==> src/rtl/led_fade_driver.sv <==
// led_fade_driver: per-LED brightness fade with 16-step PWM; ports clk_24m, rst (async high), led_in[15:0], led_out[15:0]; `LED_ACTIVE_LOW_EN inverts led_out
module led_fade_driver #(
  parameter int DECAY_DIV = 375000
) (
  input  logic        clk_24m,
  input  logic        rst,
  input  logic [15:0] led_in,
  output logic [15:0] led_out
);
  localparam int DW = (DECAY_DIV > 1) ? $clog2(DECAY_DIV) : 1;
`ifdef LED_ACTIVE_LOW_EN
  localparam logic [15:0] POL = 16'hFFFF;
`else
  localparam logic [15:0] POL = 16'h0000;
`endif
  logic [3:0]    r_bright [16];
  logic [3:0]    r_pwm;
  logic [DW-1:0] r_dcnt;
  logic [15:0]   r_led;
  logic          w_tick;
  logic [15:0]   w_on;
  assign w_tick  = r_dcnt == DW'(DECAY_DIV - 1);
  assign led_out = r_led;
  for (genvar g = 0; g < 16; g++) begin : g_on
    assign w_on[g] = (r_bright[g] == 4'hF) || (r_pwm < r_bright[g]);
  end
  always_ff @(posedge clk_24m or posedge rst)
    if (rst) begin
      r_pwm  <= '0;
      r_dcnt <= '0;
      r_led  <= POL;
      for (int i = 0; i < 16; i++) r_bright[i] <= '0;
    end else begin
      r_pwm  <= r_pwm + 4'd1;
      r_dcnt <= w_tick ? '0 : r_dcnt + DW'(1);
      r_led  <= w_on ^ POL;
      for (int i = 0; i < 16; i++)
        r_bright[i] <= led_in[i] ? 4'hF : (w_tick && r_bright[i] != 4'd0) ? r_bright[i] - 4'd1 : r_bright[i];
    end
endmodule
==> config.mk <==
export PLATFORM = sky130hd
export DESIGN_NAME = led_fade_driver
export DESIGN_NICKNAME = d
export VERILOG_FILES = /design/src/rtl/led_fade_driver.sv
export SDC_FILE = /design/constraint.sdc
export NUM_CORES = 1
export LEC_CHECK = 0
export BUFFER_PORTS_ARGS = -buffer_cell sky130_fd_sc_hd__buf_2
export CORE_ASPECT_RATIO = 1.2
export CORE_MARGIN = 1
export CORE_UTILIZATION = 55
export CTS_CLUSTER_DIAMETER = 100
export DETAILED_ROUTE_END_ITERATION = 12
export GPL_ROUTABILITY_DRIVEN = 0
export HOLD_SLACK_MARGIN = 0.12
export PLACE_DENSITY = 0.75
export SLEW_MARGIN = 10
export SYNTH_ARGS = -nofsm -noshare
export SYNTH_HDL_FRONTEND = slang
export SYNTH_SLANG_ARGS = --single-unit
==> constraint.sdc <==
create_clock -name clk_24m -period 3.7 [get_ports clk_24m]
set_clock_uncertainty 0.2 [all_clocks]
set_input_delay 0.74 -clock clk_24m [delete_from_list [all_inputs] [get_ports clk_24m]]
set_output_delay 0.74 -clock clk_24m [all_outputs]
set_load 0.03 [all_outputs]
==> impl_table.tex, run 1 <==
\begin{tabular}{lr}
\hline
Metric & Value \\
\hline
\multicolumn{2}{l}{\textbf{Status}} \\
\quad Result of the run & finished, final reports clean \\
\multicolumn{2}{l}{\textbf{Route}} \\
\quad Pre-Repair DR Iteration Count & 5 \\
\quad Initial detailed-routing violation count & 289 \\
\quad Total wire length after detailed routing & 14.6 mm \\
\quad Post-route ant nets & 0 \\
\quad Overall via count from detail\_route & 5372 \\
\quad Routed length per instance & 16.6 um \\
\quad Routed vias/inst & 6.13 \\
\quad Number of remaining DRC errors & 0 \\
\multicolumn{2}{l}{\textbf{Setup path}} \\
\quad R2r endpoint & r\_bright[8] \\
\quad Critical Setup Path Class & flop to flop \\
\quad Sort of element at the end of the critical path & flop \\
\quad Critical path origin & r\_dcnt[0] \\
\quad Highest-delay cell along the critical path & sky130\_fd\_sc\_hd\_\_or4\_2 \\
\quad Arrival time of the worst setup path & 3.09 ns \\
\quad Startpoint types & flop \\
\quad Flop2flop setup slack & 0.65 ns \\
\quad Crit path largest cell delay & 0.82 ns \\
\quad Reg-to-reg critical path startpoint & r\_dcnt[0] \\
\quad Depth of the worst register-to-register path & 6 \\
\quad Worst path top cell family by delay & simple AND/OR/NAND/NOR gates \\
\quad Maximum fanout along the worst path & 42 \\
\quad Number of buffer and inverter stages on the critical path & 1 \\
\quad Data required time of the critical path & 3.74 ns \\
\quad CP cell instances & ha\_1 > nand4\_1 > or4\_2 > buf\_4 > o31a\_1 > or3\_1 \\
\multicolumn{2}{l}{\textbf{Placed design}} \\
\quad Placed cell areas & 0.00687 sq mm \\
\quad DP Worst Slack & 0.663 ns \\
\quad Count of buffers inserted at the top-level ports & 33 \\
\quad Cell Count Post-Placement & 860 \\
\quad HPWL Detailed & 9.63 mm \\
\multicolumn{2}{l}{\textbf{Layout}} \\
\quad Layout cell share with drive strength beyond 1 & 0.0974 \\
\quad Synth-to-Final Area Change & 9.40\% \\
\quad Layout Cells excl Fill & 876 \\
\quad Fillcell total & 983 \\
\quad Count of nets after finishing & 814 \\
\quad Finished Cell Area & 0.00715 sq mm \\
\quad Count of antenna diodes in the layout & 0 \\
\quad Final core utilization & 0.618 \\
\multicolumn{2}{l}{\textbf{Floorplan}} \\
\quad Count of boundary I/O pins & 34 \\
\quad Placement row count & 43 \\
\quad Core box area & 0.0116 sq mm \\
\quad Height of the die & 121 um \\
\quad Die Area & 0.0123 sq mm \\
\quad Chip width & 102 um \\
\quad Starting utilization of the core area & 0.565 \\
\multicolumn{2}{l}{\textbf{Power}} \\
\quad Internal cell power & 1.63 mW \\
\quad Maximum resistive drop on vdd & 0.199 mV \\
\quad Part of the total power dissipated in the clock network & 0.441 \\
\quad Switching pwr & 0.467 mW \\
\quad Final total power & 2.10 mW \\
\quad Power share of the combinational group & 0.023 \\
\quad Pwr dens & 294 mW/mm\^{}2 \\
\quad Leakage power total & 3.46 nW \\
\quad Switching Share & 0.223 \\
\quad Share of total power in sequential cells & 0.536 \\
\multicolumn{2}{l}{\textbf{Clocking}} \\
\quad Gates resized, CTS repair & 0 \\
\quad Clock slew at the register clock pins of the worst setup and hold paths & 0.07 ns \\
\quad CTS HTree Levels & 3 \\
\quad Buffer count from post-CTS setup fixing & 0 \\
\quad Cts bufs inserted & 9 \\
\quad Clock net sink count & 103 \\
\quad CTS tree & built \\
\quad Number of buffers inserted for hold repair after clock tree synthesis & 0 \\
\quad Clock root buffer master & sky130\_fd\_sc\_hd\_\_clkbuf\_16 \\
\quad Maximum buffer depth of the clock tree & 2 \\
\quad Clock insertion delay at the later pin of the skew report & 0.36 ns \\
\multicolumn{2}{l}{\textbf{STA}} \\
\quad Max\_slew headroom & 0.337 \\
\quad Endpoints failing setup & 0 \\
\quad Max-slew violation count & 0 \\
\quad Min cycle time layout & 3.05 ns \\
\quad Transition time at the pin with the least slew margin & 0.995 ns \\
\quad Unrepaired setup endpoints after global routing & false \\
\quad Setup TNS & 0 ns \\
\quad Final Worst Setup Slack & 0.646 ns \\
\quad WHS & 0.280 ns \\
\quad Number of hold-slack violations in the final timing report & 0 \\
\quad Final period util & 0.825 \\
\quad Fmax & 0.327 GHz \\
\multicolumn{2}{l}{\textbf{Flow run}} \\
\quad Max capacitance violation total & 0 \\
\multicolumn{2}{l}{\textbf{GRT}} \\
\quad Total global-route track usage & 0.258 \\
\quad Vias in the first global route & 5346 \\
\quad Initial antenna violation count & 0 \\
\quad Total overflow reported by the global router & 0 \\
\quad Wire length of the first global-routing pass & 24.9 mm \\
\quad Largest net degree at the start of global routing & 55 \\
\multicolumn{2}{l}{\textbf{Min path}} \\
\quad Worst hold-check path type & input port to asynchronous set/reset pin \\
\multicolumn{2}{l}{\textbf{Synth}} \\
\quad Unique masters post-synth & 37 \\
\quad Syn\_nets & 790 \\
\quad Post-Synthesis Mean Instance Area & 9.47 sq um \\
\quad Flop and latch count out of synthesis & 103 \\
\quad Yosys warning count & 0 \\
\quad Sequential cell area fraction in the yosys report & 0.394 \\
\quad Combined area of all synthesized cells & 0.00654 sq mm \\
\quad Synthesized instance count & 690 \\
\hline
\end{tabular}
layer usage:
metal | vias to the layer above | part of all wire | global-route usage
met5 | - | 0 | 0
met4 | 0 | 0.023 | 0.110
met3 | 26 | 0.034 | 0.0340
met2 | 112 | 0.51 | 0.449
met1 | 2645 | 0.43 | 0.317
li1 | 2589 | - | -
worst max-delay path by stage:
stage | slack (ns) | endpoint | depth (start not counted)
3_3_place_gp | 0.76 | r_bright[8] | 6
5_1_grt | 0.52 | r_bright[12] | 6
6_report | 0.65 | r_bright[8] | 6
4_1_cts | 0.66 | r_bright[8] | 6
3_5_place_dp | 0.66 | r_bright[8] | 6
2_1_floorplan | 0.06 | led_out[0] | 1
state kept, by name, indices dropped and copies added (netlist names):
| register | flops |
|---|---|
| r_bright | 64 |
| r_dcnt | 19 |
| led_out | 16 |
| r_pwm | 4 |
cells in the final DEF (no fill, tap or decap), types with 4 or more instances in the layout:
cell type / n
sky130_fd_sc_hd__a21boi_0: 16
sky130_fd_sc_hd__a21o_1: 16
sky130_fd_sc_hd__a311o_1: 22
sky130_fd_sc_hd__a31o_2: 8
sky130_fd_sc_hd__a31oi_1: 29
sky130_fd_sc_hd__and3_1: 10
sky130_fd_sc_hd__buf_2: 33
sky130_fd_sc_hd__buf_4: 5
sky130_fd_sc_hd__clkbuf_16: 9
sky130_fd_sc_hd__dfrtp_1: 103
sky130_fd_sc_hd__ha_1: 82
sky130_fd_sc_hd__inv_1: 76
sky130_fd_sc_hd__nand2_1: 4
sky130_fd_sc_hd__nand3_1: 35
sky130_fd_sc_hd__nand4_1: 16
sky130_fd_sc_hd__nor2_1: 62
sky130_fd_sc_hd__nor3_1: 24
sky130_fd_sc_hd__nor3b_1: 7
sky130_fd_sc_hd__nor4_1: 13
sky130_fd_sc_hd__nor4b_1: 8
sky130_fd_sc_hd__o211ai_1: 10
sky130_fd_sc_hd__o21ai_0: 48
sky130_fd_sc_hd__o31a_1: 15
sky130_fd_sc_hd__o31ai_1: 8
sky130_fd_sc_hd__or3_1: 9
sky130_fd_sc_hd__or4_1: 8
sky130_fd_sc_hd__xnor2_1: 10
sky130_fd_sc_hd__xor2_1: 8
logic make-up (layout without fill, tap and decap cells):
kind of cell	Yosys count	count (layout)	synth area share
compound gates	174	174	0.189
xor+xnor	18	18	0.0241
fa+ha+maj	82	82	0.157
buf+inv	104	133	0.0633
flops	103	103	0.394
mux	2	2	0.00306
simple gates	207	207	0.169
area by class of cell:
type | instances | area (sq um) | area share
tap | 157 | 196 | 0.0275
timing repair buffer | 40 | 243 | 0.0339
multi-input combinational | 483 | 3560 | 0.497
sequential | 103 | 2580 | 0.360
clock inverter | 4 | 30.0 | 0.00420
clock buffer | 12 | 256 | 0.0359
inverter | 77 | 292 | 0.0408
Yosys cell counts (all sizes together):
master   instances  area share
buf             12       0.011
a21o            16       0.018
o31ai            8      0.0092
nor2b            2      0.0019
and3            10      0.0096
o21ai           48       0.037
and4             2      0.0027
nand2            5      0.0029
a21oi            1     0.00076
a311oi           1      0.0023
a31o             8       0.011
a31oi           29       0.028
ha              82        0.16
nor4            14       0.013
nor2            63       0.037
dfrtp          103        0.39
nor3b            7      0.0080
nor3            24       0.018
a311o           22       0.034
nand3           35       0.027
xor2             8       0.011
clkbuf          15      0.0086
mux2i            2      0.0031
xnor2           10       0.013
nand4           16       0.015
nor4b            8       0.011
o31a            15       0.020
or4              9       0.010
nand4bb          1      0.0017
and2             2      0.0019
or3              9      0.0086
a21boi          16       0.018
o211ai          10       0.011
inv             77       0.044
power groups by stage:
stage / registers (mW) / clock network [mW] / logic, mW
final: 1.13 / 0.926 / 0.0480
after floorplan: 1.15 / 0 / 0.0225
after CTS: 1.12 / 0.944 / 0.0498
after global placement: 1.15 / 0 / 0.0479
after detailed placement: 1.15 / 0 / 0.0498
after global routing: 1.12 / 0.983 / 0.0549
Power figures use the tool's default switching activity.
==> run 2: changes to the inputs <==
- ABC_AREA: default -> 1
- PLACE_DENSITY: 0.75 -> 0.72
- clock period: 3.7 -> 3.1 ns (I/O delays scaled with it)
==> impl_table.tex, run 2 <==
\begin{tabular}{lr}
\hline
Metric & Value \\
\hline
\multicolumn{2}{l}{\textbf{Status}} \\
\quad Result of the run & finished, final reports clean \\
\multicolumn{2}{l}{\textbf{Setup path}} \\
\quad Maximum fanout along the worst path & 8 \\
\quad Data required time of the critical path & 3.13 ns \\
\quad Most numerous cell on the critical path & sky130\_fd\_sc\_hd\_\_nand2\_1 \\
\quad Startpoint types & flop \\
\quad Critical Setup Path Class & flop to flop \\
\quad Sort of element at the end of the critical path & flop \\
\quad CP cell instances & ha\_1 > nand2\_1 > inv\_2 > nand2\_1 > nor2\_2 > nand3\_1 > o21ai\_0 > a21oi\_1 \\
\quad Highest-delay cell along the critical path & sky130\_fd\_sc\_hd\_\_nand3\_1 \\
\quad Arrival time of the worst setup path & 2.36 ns \\
\quad Crit path largest cell delay & 0.47 ns \\
\multicolumn{2}{l}{\textbf{Synth}} \\
\quad Synthesized instance count & 882 \\
\quad Most repeated cell in the gate-level netlist after synthesis & sky130\_fd\_sc\_hd\_\_nand2\_1 \\
\quad Leading cell types by count after synthesis & 218 x sky130\_fd\_sc\_hd\_\_nand2\_1, 124 x sky130\_fd\_sc\_hd\_\_nand3\_1, 118 x sky130\_fd\_sc\_hd\_\_inv\_1, 103 x sky130\_fd\_sc\_hd\_\_dfrtp\_1, 82 x sky130\_fd\_sc\_hd\_\_ha\_1 \\
\quad Share of synthesized registers carrying an async set or reset & 1.00 \\
\quad Combined area of all synthesized cells & 0.00708 sq mm \\
\quad Unique masters post-synth & 31 \\
\quad Adder-cell share of the synthesized area & 0.145 \\
\quad Post-Synthesis Mean Instance Area & 8.03 sq um \\
\quad Post-synthesis share of cell area spent on xor and xnor gates & 0.0284 \\
\quad Largest family of logic cells by synthesized area & simple AND/OR/NAND/NOR gates \\
\quad Count of flip-flops with a built-in enable after synthesis & 0 \\
\quad Flop and latch count out of synthesis & 103 \\
\quad Commonest register cell after synthesis & sky130\_fd\_sc\_hd\_\_dfrtp\_1 \\
\quad Fraction of the mapped netlist area in simple logic gates & 0.318 \\
\quad Library cell with the largest summed area after synthesis & sky130\_fd\_sc\_hd\_\_dfrtp\_1 \\
\quad Syn\_nets & 982 \\
\quad Yosys warning count & 0 \\
\quad Largest cells by area after synthesis & sky130\_fd\_sc\_hd\_\_dfrtp\_1 36\%, sky130\_fd\_sc\_hd\_\_ha\_1 14\%, sky130\_fd\_sc\_hd\_\_nand2\_1 12\%, sky130\_fd\_sc\_hd\_\_nand3\_1 8.8\%, sky130\_fd\_sc\_hd\_\_inv\_1 6.3\% \\
\quad Area share of the largest cell type after synthesis & 0.364 \\
\quad Sequential cell area fraction in the yosys report & 0.364 \\
\quad Mux contribution to synthesized area & 0 \\
\quad Compound-cell area share of the yosys netlist & 0.0648 \\
\multicolumn{2}{l}{\textbf{Floorplan}} \\
\quad Count of boundary I/O pins & 34 \\
\quad Starting utilization of the core area & 0.562 \\
\quad Placement row count & 45 \\
\quad Chip width & 106 um \\
\quad Height of the die & 126 um \\
\quad Core box area & 0.0126 sq mm \\
\quad Die Area & 0.0133 sq mm \\
\multicolumn{2}{l}{\textbf{Clocking}} \\
\quad CTS tree & built \\
\quad Cts bufs inserted & 9 \\
\quad CTS HTree Levels & 3 \\
\quad Clock slew at the register clock pins of the worst setup and hold paths & 0.07 ns \\
\quad Buffer count from post-CTS setup fixing & 0 \\
\quad Clock root buffer master & sky130\_fd\_sc\_hd\_\_clkbuf\_16 \\
\quad Number of buffers inserted for hold repair after clock tree synthesis & 0 \\
\quad Maximum buffer depth of the clock tree & 2 \\
\quad Clock net sink count & 103 \\
\quad Clock insertion delay at the later pin of the skew report & 0.35 ns \\
\quad Gates resized, CTS repair & 0 \\
\multicolumn{2}{l}{\textbf{Route}} \\
\quad Pre-Repair DR Iteration Count & 4 \\
\quad Overall via count from detail\_route & 5906 \\
\quad Post-route ant nets & 0 \\
\quad Number of remaining DRC errors & 0 \\
\quad Routed vias/inst & 5.38 \\
\quad Initial detailed-routing violation count & 241 \\
\quad Routed length per instance & 14.0 um \\
\quad Total wire length after detailed routing & 15.3 mm \\
\multicolumn{2}{l}{\textbf{Layout}} \\
\quad Top register by number of flip-flops & r\_bright \\
\quad Layout cell share with drive strength beyond 1 & 0.108 \\
\quad Final core utilization & 0.615 \\
\quad Count of antenna diodes in the layout & 0 \\
\quad Synth-to-Final Area Change & 9.54\% \\
\quad Most frequent standard cell in the layout excluding fill and tap cells & sky130\_fd\_sc\_hd\_\_nand2\_1 \\
\quad Count of nets after finishing & 1028 \\
\quad Leading cell types in the layout, fill and taps excluded & 218 x sky130\_fd\_sc\_hd\_\_nand2\_1, 124 x sky130\_fd\_sc\_hd\_\_nand3\_1, 117 x sky130\_fd\_sc\_hd\_\_inv\_1 \\
\quad Flip-flop count of the largest register after layout & 64 \\
\quad Fillcell total & 1151 \\
\multicolumn{2}{l}{\textbf{Power}} \\
\quad Pwr dens & 375 mW/mm\^{}2 \\
\quad Maximum resistive drop on vdd & 0.252 mV \\
\quad Leakage power total & 4.26 nW \\
\multicolumn{2}{l}{\textbf{GRT}} \\
\quad Initial antenna violation count & 0 \\
\quad Vias in the first global route & 5576 \\
\quad Largest net degree at the start of global routing & 47 \\
\quad Total overflow reported by the global router & 0 \\
\quad Total global-route track usage & 0.246 \\
\quad Wire length of the first global-routing pass & 26.2 mm \\
\multicolumn{2}{l}{\textbf{STA}} \\
\quad Endpoints failing setup & 0 \\
\quad Min cycle time layout & 2.33 ns \\
\quad Number of hold-slack violations in the final timing report & 0 \\
\quad Max\_slew headroom & 0.469 \\
\quad Final period util & 0.753 \\
\quad Max-slew violation count & 0 \\
\quad Setup TNS & 0 ns \\
\quad Unrepaired setup endpoints after global routing & false \\
\quad Fmax & 0.429 GHz \\
\quad Transition time at the pin with the least slew margin & 0.796 ns \\
\multicolumn{2}{l}{\textbf{Min path}} \\
\quad Worst hold-check path type & input port to asynchronous set/reset pin \\
\multicolumn{2}{l}{\textbf{Placed design}} \\
\quad Count of buffers inserted at the top-level ports & 33 \\
\quad HPWL Detailed & 11.0 mm \\
\multicolumn{2}{l}{\textbf{Flow run}} \\
\quad Max capacitance violation total & 0 \\
\hline
\end{tabular}
## run 2: final cells by class
cell class	instances	area, sq um	share of cell area
Sequential cell	103	2580	0.332
Clock inverter	3	42.5	0.00548
Multi-Input combinational cell	645	3950	0.509
Inverter	125	475	0.0613
Tap cell	164	205	0.0265
Timing Repair Buffer	44	260	0.0335
Clock buffer	13	250	0.0323
## run 2: stage by stage
| step | std cells | setup WS, ns | hold WS (ns) | instance area (sq um) | total power [mW] |
|---|---|---|---|---|---|
| finish | 1097 | 0.767 | 0.138 | 7760 | 2.91 |
| global route | 1097 | 0.612 | 0.182 | 7760 | 3.04 |
| CTS | 1097 | 0.740 | 0.161 | 7760 | 2.93 |
| detailed placement | 1081 | 0.816 | 0.257 | 7460 | 1.78 |
| global placement | 1081 | 0.880 | 0.243 | 7460 | 1.78 |
| floorplan | 882 | 1.05 | 0.230 | 7090 | 1.69 |
## run 2: critical path, delay by kind of cell (launching register included)
kind | cells | cell delay [ns]
DFF | 1 | 0.37
adders and majority gates | 1 | 0.19
and+or+nand+nor | 4 | 1.07
AOI/OAI and AO/OA | 2 | 0.30
buffers and inverters | 1 | 0.08
## run 2: worst paths after layout
kind                            startpoint      endpoint  slack (ns)  depth (start not counted)
max in group asynchronous              rst    led_out[5]        1.93                          3
worst max-delay path             r_dcnt[0]     r_dcnt[3]        0.77                          8
min in group clk_24m             r_dcnt[0]     r_dcnt[0]        0.26                          1
worst min-delay path                   rst  r_bright[29]        0.14                          2
worst max register to register   r_dcnt[0]     r_dcnt[3]        0.77                          8
worst min register to register   r_dcnt[0]     r_dcnt[0]        0.26                          1
## run 2: logic make-up (layout without fill, tap and decap cells)
kind of cell,after synthesis,in the layout
compound gates,71,71
fa+ha+maj,82,82
simple gates,469,469
buf+inv,134,185
xor+xnor,23,23
flops,103,103
## run 2: where the power goes
| group | switching [mW] | internal, mW |
|---|---|---|
| registers | 0.0614 | 1.39 |
| clock network | 0.502 | 0.648 |
| logic | 0.192 | 0.112 |
| total | 0.756 | 2.15 |
## run 2: routing by layer
| metal | GRT usage | vias up | routed length, um |
|---|---|---|---|
| li1 | - | 3007 | - |
| met1 | 0.325 | 2747 | 7190 |
| met2 | 0.409 | 126 | 7230 |
| met3 | 0.0293 | 26 | 535 |
| met4 | 0.107 | 0 | 373 |
| met5 | 0 | - | 0 |
